File: src/rtl/vjtag_cmd_sequencer.sv
// rtl/vjtag_cmd_sequencer.sv - virtual-JTAG byte command sequencer driving a req/ack register bus
module vjtag_cmd_sequencer #(
  parameter int DW      = 8,
  parameter int TIMEOUT = 255
) (
  input  logic          clk,
  input  logic          aclr,
  input  logic [DW-1:0] jtag_wr_data,
  input  logic          jtag_wr_toggle,
  output logic          bus_req,
  output logic          bus_we,
  output logic [DW-2:0] bus_addr,
  output logic [DW-1:0] bus_wdata,
  input  logic          bus_ack,
  input  logic [DW-1:0] bus_rdata,
  output logic [DW-1:0] rd_data,
  output logic [DW-1:0] status
);

  localparam int CW = (TIMEOUT < 1) ? 1 : $clog2(TIMEOUT + 1);
  localparam logic [CW-1:0] TMO        = CW'(TIMEOUT);
  localparam logic [DW-1:0] CMD_RESYNC = {DW{1'b1}};
  localparam logic [DW-1:0] CMD_CLR    = {{(DW-1){1'b1}}, 1'b0};

  typedef enum logic [1:0] {IDLE, WDATA, BUS} state_t;

  state_t          state;
  state_t          state_nxt;
  logic            tog_s1;
  logic            tog_s2;
  logic            tog_s3;
  logic            strobe;
  logic            is_resync;
  logic            is_clr;
  logic            cmd_we;
  logic            tmo_hit;
  logic            bus_entry;
  logic            busy;
  logic            pend_we;
  logic [DW-2:0]   pend_addr;
  logic [CW-1:0]   cnt;
  logic            rd_valid;
  logic            err_timeout;
  logic            err_overrun;

  // Two-flop synchronizer for the TCK-domain toggle, third flop for edge detection
  always_ff @(posedge clk or negedge aclr) begin
    if (!aclr) begin
      tog_s1 <= 1'b0;
      tog_s2 <= 1'b0;
      tog_s3 <= 1'b0;
    end else begin
      tog_s1 <= jtag_wr_toggle;
      tog_s2 <= tog_s1;
      tog_s3 <= tog_s2;
    end
  end

  assign strobe    = tog_s2 ^ tog_s3;
  assign is_resync = (jtag_wr_data == CMD_RESYNC);
  assign is_clr    = (jtag_wr_data == CMD_CLR);
  assign cmd_we    = jtag_wr_data[DW-1];
  assign tmo_hit   = (cnt == TMO);
  assign bus_entry = (state != BUS) && (state_nxt == BUS);

  // State register
  always_ff @(posedge clk or negedge aclr) begin
    if (!aclr) state <= IDLE;
    else       state <= state_nxt;
  end

  // Next-state logic: command parse, write-data capture, bus completion or timeout
  always_comb begin
    state_nxt = state;
    case (state)
      IDLE:    if (strobe && !is_resync && !is_clr) state_nxt = cmd_we ? WDATA : BUS;
      WDATA:   if (strobe) state_nxt = is_resync ? IDLE : BUS;
      BUS:     if (bus_ack || tmo_hit) state_nxt = IDLE;
      default: state_nxt = IDLE;
    endcase
  end

  // Outputs decoded from state and status flops only; nothing passes straight from inputs
  always_comb begin
    bus_req = (state == BUS);
    busy    = (state != IDLE);
    status  = {err_timeout, err_overrun, busy, rd_valid, {(DW-4){1'b0}}};
  end

  // Cycle counter for the current bus transaction; zero whenever not in BUS
  always_ff @(posedge clk or negedge aclr) begin
    if (!aclr)              cnt <= '0;
    else if (state != BUS)  cnt <= '0;
    else if (!tmo_hit)      cnt <= cnt + CW'(1);
  end

  // Bus address/direction/data are loaded only on BUS entry so they move together with req
  always_ff @(posedge clk or negedge aclr) begin
    if (!aclr) begin
      pend_we   <= 1'b0;
      pend_addr <= '0;
      bus_we    <= 1'b0;
      bus_addr  <= '0;
      bus_wdata <= '0;
    end else begin
      if (state == IDLE && strobe && !is_resync && !is_clr) begin
        pend_we   <= cmd_we;
        pend_addr <= jtag_wr_data[DW-2:0];
      end
      if (bus_entry) begin
        if (state == IDLE) begin
          bus_we   <= cmd_we;
          bus_addr <= jtag_wr_data[DW-2:0];
        end else begin
          bus_we    <= pend_we;
          bus_addr  <= pend_addr;
          bus_wdata <= jtag_wr_data;
        end
      end
    end
  end

  // Read result and sticky status flags
  always_ff @(posedge clk or negedge aclr) begin
    if (!aclr) begin
      rd_data     <= '0;
      rd_valid    <= 1'b0;
      err_timeout <= 1'b0;
      err_overrun <= 1'b0;
    end else begin
      case (state)
        IDLE: begin
          if (strobe && is_clr) begin
            err_timeout <= 1'b0;
            err_overrun <= 1'b0;
          end else if (strobe && !is_resync && !cmd_we) begin
            rd_valid <= 1'b0;
          end
        end
        WDATA: begin
          if (strobe && !is_resync) rd_valid <= 1'b0;
        end
        BUS: begin
          if (strobe) err_overrun <= 1'b1;
          if (bus_ack) begin
            if (!bus_we) begin
              rd_data  <= bus_rdata;
              rd_valid <= 1'b1;
            end
          end else if (tmo_hit) begin
            err_timeout <= 1'b1;
          end
        end
        default: ;
      endcase
    end
  end

endmodule

File: config.mk
export PLATFORM = sky130hd
export DESIGN_NAME = vjtag_cmd_sequencer
export DESIGN_NICKNAME = d
export VERILOG_FILES = /design/src/rtl/vjtag_cmd_sequencer.sv
export SDC_FILE = /design/constraint.sdc
export NUM_CORES = 1
export LEC_CHECK = 0
export BUFFER_PORTS_ARGS = -buffer_cell sky130_fd_sc_hd__buf_2
export CAP_MARGIN = 10
export CORE_ASPECT_RATIO = 2
export CORE_UTILIZATION = 35
export CTS_CLUSTER_DIAMETER = 120
export DETAILED_ROUTE_END_ITERATION = 12
export HOLD_SLACK_MARGIN = 0.03
export SLEW_MARGIN = 40
export SYNTH_ARGS = -nofsm -noshare
export SYNTH_HDL_FRONTEND = slang
export SYNTH_SLANG_ARGS = --single-unit
File: constraint.sdc
create_clock -name clk -period 3.6 [get_ports clk]
set_clock_uncertainty 0.15 [all_clocks]
set_input_delay 0.54 -clock clk [delete_from_list [all_inputs] [get_ports clk]]
set_output_delay 0.54 -clock clk [all_outputs]
set_load 0.005 [all_outputs]
==> summary.txt, run 1 <==
CTS
  • # Post-CTS Setup Buffers: 0
  • Hold buffer count at CTS: 0
  • Clock-pin slew on the worst setup and hold paths: 0.06 ns
  • CTS sink count: 48
  • Number of buffers on the longest clock path: 2
  • Worst skew pair latency: 0.28 ns
  • Buffer cell driving the clock tree root: clkbuf_16
  • Number of levels in the clock H-tree: 2
  • Clock tree from TritonCTS: done
  • Post_cts resized: 0
  • Inserted Clock Buffers: 5

Cells and area
  • Final core utilization: 0.4361
  • Post-route insts no fill: around 270
  • Layout-stage area growth over the synthesis result: 18.92%
  • Final nets: roughly 230
  • Share of post-route cells with drive strength above 1: 0.4571
  • Antenna diode count: 0
  • Total non-filler cell area in the finished layout: 2532 µm²

GRT
  • Global-route wire length before repair: 7.079 mm
  • Via count of the first global-routing pass: around 1500
  • Remaining global-route overflow: 0
  • Pin count of the biggest net entering global routing: 28
  • Total GRT Usage: 0.1451
  • Number of antenna violations at the first check in global routing: 0

Yosys
  • Synthesized instance count: around 160
  • Cell types occupying the most area after synthesis: dfrtp_1 56%, mux2_2 16%, mux2_4 4.9%
  • Number of enable-type register cells in the synthesized netlist: 0
  • Area share of the largest cell type after synthesis: 0.5640
  • Cell accounting for the most synthesized area: dfrtp_1
  • Count of state elements after synthesis: 48
  • Commonest cells in the synthesized netlist: 48 x dfrtp_1, 30 x mux2_2, 13 x nor2_1
  • Post-synth cell types: 37
  • Fraction of synthesis flops using an asynchronous set or reset pin: 1.000
  • Most common cell in the netlist: dfrtp_1
  • Share of synthesized area occupied by flip-flops and latches: 0.5640
  • Main flop type after synthesis: dfrtp_1
  • Mapped Avg Cell Area: 13.06 µm²
  • Number of warnings printed during yosys synthesis: 0
  • Post-synth design cell area: 2130 µm²

Die
  • Number of core rows: 39
  • Die Y: around 110 µm
  • DIE WIDTH: 57.16 µm
  • Area inside the core boundary: 5807 µm²
  • DIE AREA: roughly 6400 µm²
  • Initial cell density of the core: 0.3667
  • Boundary Pins: 53

STA
  • Slew headroom: 0.5025
  • Final worst path period share: 0.6077
  • Final min period: 2.188 ns
  • Setup repair after global routing missed its margin: no
  • Final setup slack of the worst path: 1.412 ns
  • Tightest Pin Transition: 0.7430 ns
  • Post-Route Setup TNS: 0 ns
  • Hold slack: 0.1241 ns
  • Total count of max-transition violations in the final report: 0
  • Peak clock frequency supported by timing: approximately 460 MHz
  • Final setup viols: 0
  • Endpoints failing hold: 0

Critical path
  • Crit path capture type: flip-flop
  • Register-to-register path setup slack: 1.41 ns
  • Worst-case reg-to-reg path depth: 3
  • Launching element of the worst setup path: state[0]
  • Slowest cell on crit path: nor3b_2
  • Startpoint of the worst-slack reg-to-reg timing path: state[0]
  • Worst setup path end: rd_data[1]
  • Data arrival time of the critical path: 2.20 ns
  • Family with the most delay on the worst path: simple AND/OR/NAND/NOR gates
  • Worst R2R End: rd_data[1]
  • Data required time at the worst endpoint: 3.62 ns
  • Total number of cells along the worst setup path: 3
  • Critical path, cell by cell: nand2b_1 -> nor3b_2 -> mux2_2
  • CP bufs+invs: 0
  • Type of the worst setup path: reg -> reg
  • Delay of the slowest cell on the worst path: 0.70 ns
  • Critical Path Start Type: flip-flop
  • Largest fanout on the critical path: 11

Drt
  • Drt initial violations: 55
  • Total number of vias: 1380
  • Residual DRC: 1
  • Mean routed wirelength per cell: 15.35 µm
  • Vias per std cell: 5.092
  • Wirelength, routed: 4.160 mm
  • Pre-antenna DRT Iters: 9
  • Count of nets left with antenna violations after detail routing: 0

Pwr
  • Overall power: between 2 and 2.5 mW
  • Leak: around 1.2 nW
  • Total power density per cell area: around 800 nW/µm²
  • Maximum VDD drop: 0.3799 mV

Placed design
  • Total of buffers placed on input and output ports: 48
  • Total placed instance area: approximately 2400 µm²
  • Worst setup timing slack at the placement stage: 1.336 ns
  • Cell Count Post-Placement: approximately 260
  • Post-detailed-placement half-perimeter wirelength: 3.175 mm
  • Weighted congestion reported at the end of routability-driven placement: around 0.74

Flow run
  • Reported max-cap violation count: 0

Worst hold path
  • Worst min-delay path class: in -> async

Status
  • Result of the run: finished, violations left
  • Violated checks: DRC
-- placed cells by master (no fill, tap or decap), types with 2 or more instances in the layout --
cell type,instances
inv_1,3
dfrtp_1,48
mux2_2,30
and3_1,3
mux2_4,7
a21oi_1,4
or2_1,2
clkbuf_8,2
nand4_1,2
xor2_1,4
conb_1,4
buf_2,48
clkbuf_16,5
nand2_1,5
o21ai_0,8
nor2_1,13
nand3_1,2
-- worst register-to-register path, cell delays in order (launching register included) --
cell and delay, ns:
dfrtp_1 0.45, nand2b_1 0.37, nor3b_2 0.70, mux2_2 0.41
-- how the worst min path moves through the flow --
stage	startpoint	slack (ns)	endpoint
floorplan	aclr	0.09	bus_addr[0]
global placement	tog_s1	0.18	tog_s2
detailed placement	tog_s1	0.19	tog_s2
CTS	aclr	0.15	pend_addr[5]
global route	aclr	0.18	cnt[3]
finish	aclr	0.12	tog_s3
-- cell type report --
cell class | instances | area, µm²
well taps | 61 | 76.32
flip-flops and latches | 48 | 1201
repair buffers | 49 | 247.7
fillers | 568 | 3274
clock buffers | 7 | 152.6
multi-input cells | 103 | 843.3
inverters | 3 | 11.26
-- kinds of logic after synthesis --
| group | Yosys count | share of synthesized area |
|---|---|---|
| AO/OA/AOI/OAI | 19 | 0.05935 |
| XOR/XNOR | 5 | 0.02056 |
| adder cells (fa/ha/maj) | 1 | 0.005875 |
| buffers and inverters | 15 | 0.04524 |
| flip-flops | 48 | 0.5640 |
| multiplexers | 38 | 0.2127 |
| other | 1 | 0.001761 |
| AND/OR/NAND/NOR | 36 | 0.09049 |
-- sequential cells by signal (all words and copies together) (netlist names) --
name,count
rd_data,8
rd_valid,1
tog_s3,1
tog_s1,1
err_overrun,1
err_timeout,1
pend_we,1
state,2
tog_s2,1
pend_addr,7
bus_wdata,8
bus_addr,7
cnt,8
bus_we,1
-- per-layer routing --
metal,up-vias,track usage,part of all wire
met2,37,0.2588,0.55
li1,652,-,-
met5,-,0,0
met3,7,0.03687,0.042
met4,0,0.06016,0.021
met1,684,0.1589,0.38
-- power breakdown --
group	leakage (nW)	total (mW)	internal (mW)	switching [mW]
registers	0.584	0.873	0.752	0.121
logic	0.541	0.698	0.413	0.285
clock network	0.0760	0.473	0.291	0.182
(Power assumes the default switching activity.)
==> inputs of run 2 (changes only) <==
==> constraint.sdc (replaced) <==
create_clock -name clk -period 2 [get_ports clk]
set_clock_uncertainty 0.15 [all_clocks]
set_input_delay 0.3 -clock clk [delete_from_list [all_inputs] [get_ports clk]]
set_output_delay 0.3 -clock clk [all_outputs]
set_load 0.005 [all_outputs]
==> run 2 against run 1 <==
The flow still finishes with violations (DRC); utilization increased by 2.0 points; total power increased by 84%; flip-flop and latch count unchanged; via count grew 5.3%; global-route usage rose by 0.30 points; routed wire length up 2.8%; sequential power increased by 79%; first-iteration DRC count fell by 44%; sequential share of layout area shrank 2.1 points; clock power grew 77%; design area up 4.6%; register-to-register slack got worse by 1.3 ns.
==> summary.txt, run 2 (same netlist as run 1, synthesis figures left out) <==
Drt
  • Mean routed wirelength per cell: 15.01 µm (-2.2%)
  • Wirelength, routed: 4.277 mm (+2.8%)
  • Vias per std cell: 5.098 (+0.12%)
  • Pre-antenna DRT Iters: 7 (-2)
  • Residual DRC: 1 (unchanged)
  • Count of nets left with antenna violations after detail routing: 0 (unchanged)
  • Drt initial violations: 31 (-44%)
  • Total number of vias: 1453 (+5.3%)

Cells and area
  • Antenna diode count: 0 (unchanged)
  • Leading cell types in the layout, fill and taps excluded: 48 x dfrtp_1, 48 x buf_2, 30 x mux2_2
  • Final nets: 244 (+5.6%)
  • Post-route insts no fill: 285 (+5.2%)
  • Area used by multi-input combinational logic: 843.3 µm² (unchanged)
  • Fillcell total: 582 (+2.5%)
  • Footprint of the flip-flops and latches: 1201 µm² (unchanged)
  • Largest registers: bus_wdata x8, cnt x8, rd_data x8
  • Layout-stage area growth over the synthesis result: 24.38%
  • Share of post-route cells with drive strength above 1: 0.4821 (+0.02500)

Die
  • Boundary Pins: 53 (unchanged)
  • DIE AREA: 6419 µm² (unchanged)
  • DIE WIDTH: 57.16 µm (unchanged)
  • Area inside the core boundary: 5807 µm² (unchanged)
  • Die Y: 112.3 µm (unchanged)
  • Initial cell density of the core: 0.3667 (unchanged)
  • Number of core rows: 39 (unchanged)

Placed design
  • Total of buffers placed on input and output ports: 48 (unchanged)
  • Weighted congestion reported at the end of routability-driven placement: 0.8045 (+9.3%)
  • Post-detailed-placement half-perimeter wirelength: 3.403 mm (+7.2%)
  • Cell Count Post-Placement: 275 (+4.2%)

Status
  • Result of the run: finished, violations left
  • Violated checks: DRC

Worst hold path
  • Min-Delay Startpoint: bus_rdata[4]
  • Worst min-delay path class: in -> reg
  • Hold path cells: 2

STA
  • Endpoints failing hold: 0 (unchanged)
  • Final worst path period share: 0.9555 (+0.3478)
  • Total count of max-transition violations in the final report: 0 (unchanged)
  • Final min period: 1.911 ns (-0.2768 ns)
  • Peak clock frequency supported by timing: 523.3 MHz (+14%)
  • Final setup viols: 0 (unchanged)
  • Setup repair after global routing missed its margin: no
  • Post-Route Setup TNS: 0 ns (unchanged)

Pwr
  • Total power density per cell area: 1421 nW/µm² (+76%)
  • Leak: 1.262 nW (+5.0%)
  • Maximum VDD drop: 0.6845 mV (+80%)

CTS
  • Worst skew pair latency: 0.28 ns (about the same)
  • Clock-pin slew on the worst setup and hold paths: 0.06 ns (about the same)
  • Inserted Clock Buffers: 5 (unchanged)
  • Number of buffers on the longest clock path: 2 (unchanged)
  • Number of levels in the clock H-tree: 2 (unchanged)
  • Buffer cell driving the clock tree root: clkbuf_16
  • Clock tree from TritonCTS: done
  • CTS sink count: 48 (unchanged)
  • # Post-CTS Setup Buffers: 0 (unchanged)

Critical path
  • Critical Path Start Type: flip-flop
  • Launching element of the worst setup path: state[1]
  • Data arrival time of the critical path: 1.93 ns (-0.27 ns)
  • Register-to-register path setup slack: 0.09 ns (-1.32 ns)
  • Worst-case reg-to-reg path depth: 4 (+1)
  • Crit path capture type: flip-flop
  • Type of the worst setup path: reg -> reg
  • Data required time at the worst endpoint: 2.02 ns (-1.60 ns)
  • Largest fanout on the critical path: 9 (-2)
  • Startpoint of the worst-slack reg-to-reg timing path: state[1]

GRT
  • Pin count of the biggest net entering global routing: 25 (-11%)
  • Met3 track demand over resource: 0.03226 (-0.004608)
  • Number of antenna violations at the first check in global routing: 0 (unchanged)
  • Most crowded layer after global routing: met2
  • Global-route wire length before repair: 7.258 mm (+2.5%)
  • Via count of the first global-routing pass: 1546 (+5.2%)
  • Remaining global-route overflow: 0 (unchanged)
  • Met1 track demand over resource: 0.1540 (-0.004901)
  • Met2 layer usage reported by global route: 0.2690 (+0.01020)
  • Total GRT Usage: 0.1481 (+0.002955)

Flow run
  • Reported max-cap violation count: 0 (unchanged)
## run 2: critical path, cell delays in order (launching register included)
cell     delay (ns)
dfrtp_1        0.42
or2_1          0.28
or3_4          0.41
o21ai_4        0.16
mux2_2         0.38
## run 2: cell type report
cell class                 instances  share of cell area
sequential                        48              0.4535
inverter                           3            0.004251
multi-input combinational        103              0.3184
timing repair buffer              62              0.1370
clock buffer                       6             0.05243
tap                               61             0.02881
clock inverter                     2            0.005668
## run 2: worst paths after layout
kind	end
min in group asynchronous	tog_s1
setup reg to reg	bus_addr[0]
setup / recovery	bus_addr[0]
hold reg to reg	tog_s2
max in group asynchronous	bus_wdata[7]
hold / removal	rd_data[4]
## run 2: metrics by stage
step	hold slack (ns)	utilization	setup WS (ns)	total power, mW	area (µm²)
after floorplan	-0.1456	-	0.2201	2.436	2141
after global placement	0.06590	0.4262	0.07094	2.931	2475
after detailed placement	0.06385	0.4262	0.02266	2.971	2475
after CTS	0.08595	0.4562	0.07337	3.829	2649
after global routing	0.08821	0.4562	0.0003999	4.021	2649
final	0.09057	0.4562	0.08904	3.763	2649
## run 2: routing by layer
layer | part of all wire | vias to the layer above
met5 | 0 | -
met4 | 0.029 | 0
met3 | 0.046 | 9
met2 | 0.55 | 39
met1 | 0.37 | 727
li1 | - | 678
## run 2: report_power, final
part / internal (mW) / total [mW] / switching [mW]
Combinational: 0.817 / 1.36 / 0.542
Clock: 0.497 / 0.839 / 0.343
Sequential: 1.35 / 1.56 / 0.210
Total: 2.67 / 3.76 / 1.10
## run 2: timing repair
item                                   4_1_cts  5_1_grt
hold buffers                                 2        0
gates resized for setup                      0        0
endpoints found under the hold margin       12        0
==> inputs of run 3 (changes only) <==
--- a/config.mk
+++ b/config.mk
@@ -8,9 +8,11 @@
 export BUFFER_PORTS_ARGS = -buffer_cell sky130_fd_sc_hd__buf_2
 export CAP_MARGIN = 10
 export CORE_ASPECT_RATIO = 2
+export CORE_MARGIN = 2
 export CORE_UTILIZATION = 35
 export CTS_CLUSTER_DIAMETER = 120
 export DETAILED_ROUTE_END_ITERATION = 12
+export GPL_TIMING_DRIVEN = 0
 export HOLD_SLACK_MARGIN = 0.03
 export SLEW_MARGIN = 40
 export SYNTH_ARGS = -nofsm -noshare
==> run 3 against run 2 <==
The flow now finishes without violations; die area rose by 5.3%; global-route usage fell by 1.3 points; clock power fell by 8.8%; sequential share of layout area rose by 0.59 points; critical path type is now reg -> out; critical endpoint is now status[5].
==> summary.txt, run 3 (same netlist as run 1, synthesis figures left out) <==
Die
  • Initial cell density of the core: 0.3576 (-0.009168)
  • Boundary Pins: 53 (unchanged)
  • Number of core rows: 40 (+2.6%)
  • Die Y: 114.3 µm (+1.8%)
  • Area inside the core boundary: 5956 µm² (+2.6%)
  • DIE AREA: 6762 µm² (+5.3%)
  • DIE WIDTH: 59.16 µm (+3.5%)

Critical path
  • Register-to-register path setup slack: 0.10 ns (about the same)
  • Worst-case reg-to-reg path depth: 4 (unchanged)
  • Startpoint of the worst-slack reg-to-reg timing path: state[0]
  • Worst R2R End: bus_addr[3]
  • Data arrival time of the critical path: 1.46 ns (-0.47 ns)
  • Critical Path Start Type: flip-flop
  • Data required time at the worst endpoint: 1.55 ns (-0.47 ns)
  • Crit path capture type: output pin
  • Type of the worst setup path: reg -> out
  • Largest fanout on the critical path: 10 (+1)

CTS
  • Clock tree from TritonCTS: done
  • Clock-pin slew on the worst setup and hold paths: 0.06 ns (about the same)
  • Inserted Clock Buffers: 5 (unchanged)
  • Number of levels in the clock H-tree: 2 (unchanged)
  • Number of buffers on the longest clock path: 2 (unchanged)
  • Worst skew pair latency: 0.29 ns (about the same)
  • CTS sink count: 48 (unchanged)
  • Buffer cell driving the clock tree root: clkbuf_16

STA
  • Post-Route Setup TNS: 0 ns (unchanged)
  • Total count of max-transition violations in the final report: 0 (unchanged)
  • Final min period: 1.914 ns (+0.002803 ns)
  • Final worst path period share: 0.9569 (+0.001401)
  • Setup repair after global routing missed its margin: no
  • Slew headroom: 0.5898
  • Tightest Pin Transition: between 0.6 and 0.7 ns
  • Final setup viols: 0 (unchanged)
  • Peak clock frequency supported by timing: 522.5 MHz (-0.15%)
  • Endpoints failing hold: 0 (unchanged)

Cells and area
  • Leading cell types in the layout, fill and taps excluded: 49 x buf_2, 48 x dfrtp_1, 30 x mux2_2
  • Layout-stage area growth over the synthesis result: 22.80%
  • Total non-filler cell area in the finished layout: 2615 µm² (-1.3%)
  • Area used by multi-input combinational logic: 849.6 µm² (+0.74%)
  • Final nets: 244 (unchanged)
  • Antenna diode count: 0 (unchanged)
  • Leading cell type in the layout, fill and taps excluded: buf_2
  • Share of post-route cells with drive strength above 1: 0.4751 (-0.007030)
  • Footprint of the flip-flops and latches: 1201 µm² (unchanged)
  • Final core utilization: 0.4391 (-0.01708)
  • Fillcell total: 584 (+0.34%)
  • Largest registers: bus_wdata x8, cnt x8, rd_data x8

Drt
  • Vias per std cell: 4.989 (-2.1%)
  • Pre-antenna DRT Iters: 4 (-3)
  • Residual DRC: 0 (-1)
  • Mean routed wirelength per cell: 14.67 µm (-2.3%)
  • Wirelength, routed: 4.166 mm (-2.6%)
  • Count of nets left with antenna violations after detail routing: 0 (unchanged)
  • Drt initial violations: 28 (-9.7%)
  • Total number of vias: 1417 (-2.5%)

Pwr
  • Overall power: 3.671 mW (-2.5%)
  • Leak: 1.253 nW (-0.67%)
  • Power share of the combinational group: 0.366 (+0.005)
  • Fraction of power consumed by the clock network: 0.209 (-0.014)
  • Sw Share: 0.2906 (-0.0005092)
  • Part of the power in registers: 0.426 (+0.010)
  • Maximum VDD drop: 0.6427 mV (-6.1%)
  • Total power density per cell area: 1404 nW/µm² (-1.2%)
  • Total internal power: 2.604 mW (-2.4%)
  • Switching power summed over all nets: 1.067 mW (-2.6%)

Placed design
  • Post-detailed-placement half-perimeter wirelength: 3.115 mm (-8.5%)
  • Total of buffers placed on input and output ports: 48 (unchanged)
  • Weighted congestion reported at the end of routability-driven placement: 0.7512 (-6.6%)
  • Total placed instance area: 2462 µm² (-0.51%)

Worst hold path
  • Hold path cells: 2 (unchanged)
  • Min-Delay Startpoint: bus_rdata[2]
  • Sink of the worst hold path: rd_data[2]
  • Worst min-delay path class: in -> reg

GRT
  • Global-route wire length before repair: 6.768 mm (-6.8%)
  • Remaining global-route overflow: 0 (unchanged)
  • Via count of the first global-routing pass: 1420 (-8.2%)
  • Total GRT Usage: 0.1354 (-0.01268)
  • Number of antenna violations at the first check in global routing: 0 (unchanged)
  • Pin count of the biggest net entering global routing: 49 (+96%)

Status
  • Result of the run: finished clean

Flow run
  • Reported max-cap violation count: 0 (unchanged)
-- run 3: repair_timing --
action	in CTS	in global routing
gates resized for setup	0	2
setup buffers	0	0
hold buffers	2	0
hold endpoints to repair	49	0
setup endpoints to repair	0	5
-- run 3: how the worst max path moves through the flow --
| stage | cells past startpoint | from | slack [ns] | endpoint |
|---|---|---|---|---|
| 6_report | 4 | state[0] | 0.09 | status[5] |
| 5_1_grt | 4 | state[0] | 0.009 | status[5] |
| 4_1_cts | 3 | state[0] | 0.03 | rd_data[6] |
| 3_5_place_dp | 3 | state[0] | 0.04 | rd_data[6] |
| 3_3_place_gp | 3 | state[0] | 0.05 | rd_data[3] |
| 2_1_floorplan | 4 | state[0] | 0.22 | bus_addr[0] |
-- run 3: cell type report --
cell class / instances / share of cell area
inverters: 3 / 0.004306
repair buffers: 50 / 0.1005
plain buffers: 12 / 0.03301
flip-flops and latches: 48 / 0.4593
well taps: 63 / 0.03014
clock buffers: 5 / 0.04785
multi-input cells: 103 / 0.3249
-- run 3: power by group through the flow --
stage | logic (mW) | clock network (mW) | registers, mW
finish | 1.34 | 0.765 | 1.56
global route | 1.47 | 0.826 | 1.61
CTS | 1.37 | 0.799 | 1.56
detailed placement | 1.36 | 0 | 1.58
global placement | 1.34 | 0 | 1.56
floorplan | 0.865 | 0 | 1.57
-- run 3: routing by layer --
layer	part of all wire	track usage
met1	0.39	0.1419
met2	0.54	0.2422
met3	0.040	0.03390
met4	0.021	0.06364
met5	0	0
-- run 3: critical path, cell delays in order (launching register included) --
cell	delay, ns
dfrtp_1	0.43
or2_1	0.27
buf_2	0.21
buf_4	0.15
buf_2	0.12
-- run 3: metrics by stage --
step / hold WS [ns] / cells / setup slack [ns]
final: 0.09437 / 284 / 0.08624
after global routing: 0.08691 / 284 / 0.009046
after CTS: 0.08714 / 284 / 0.03021
after detailed placement: 0.1858 / 277 / 0.04365
after global placement: 0.1818 / 277 / 0.04900
after floorplan: -0.1456 / 166 / 0.2201
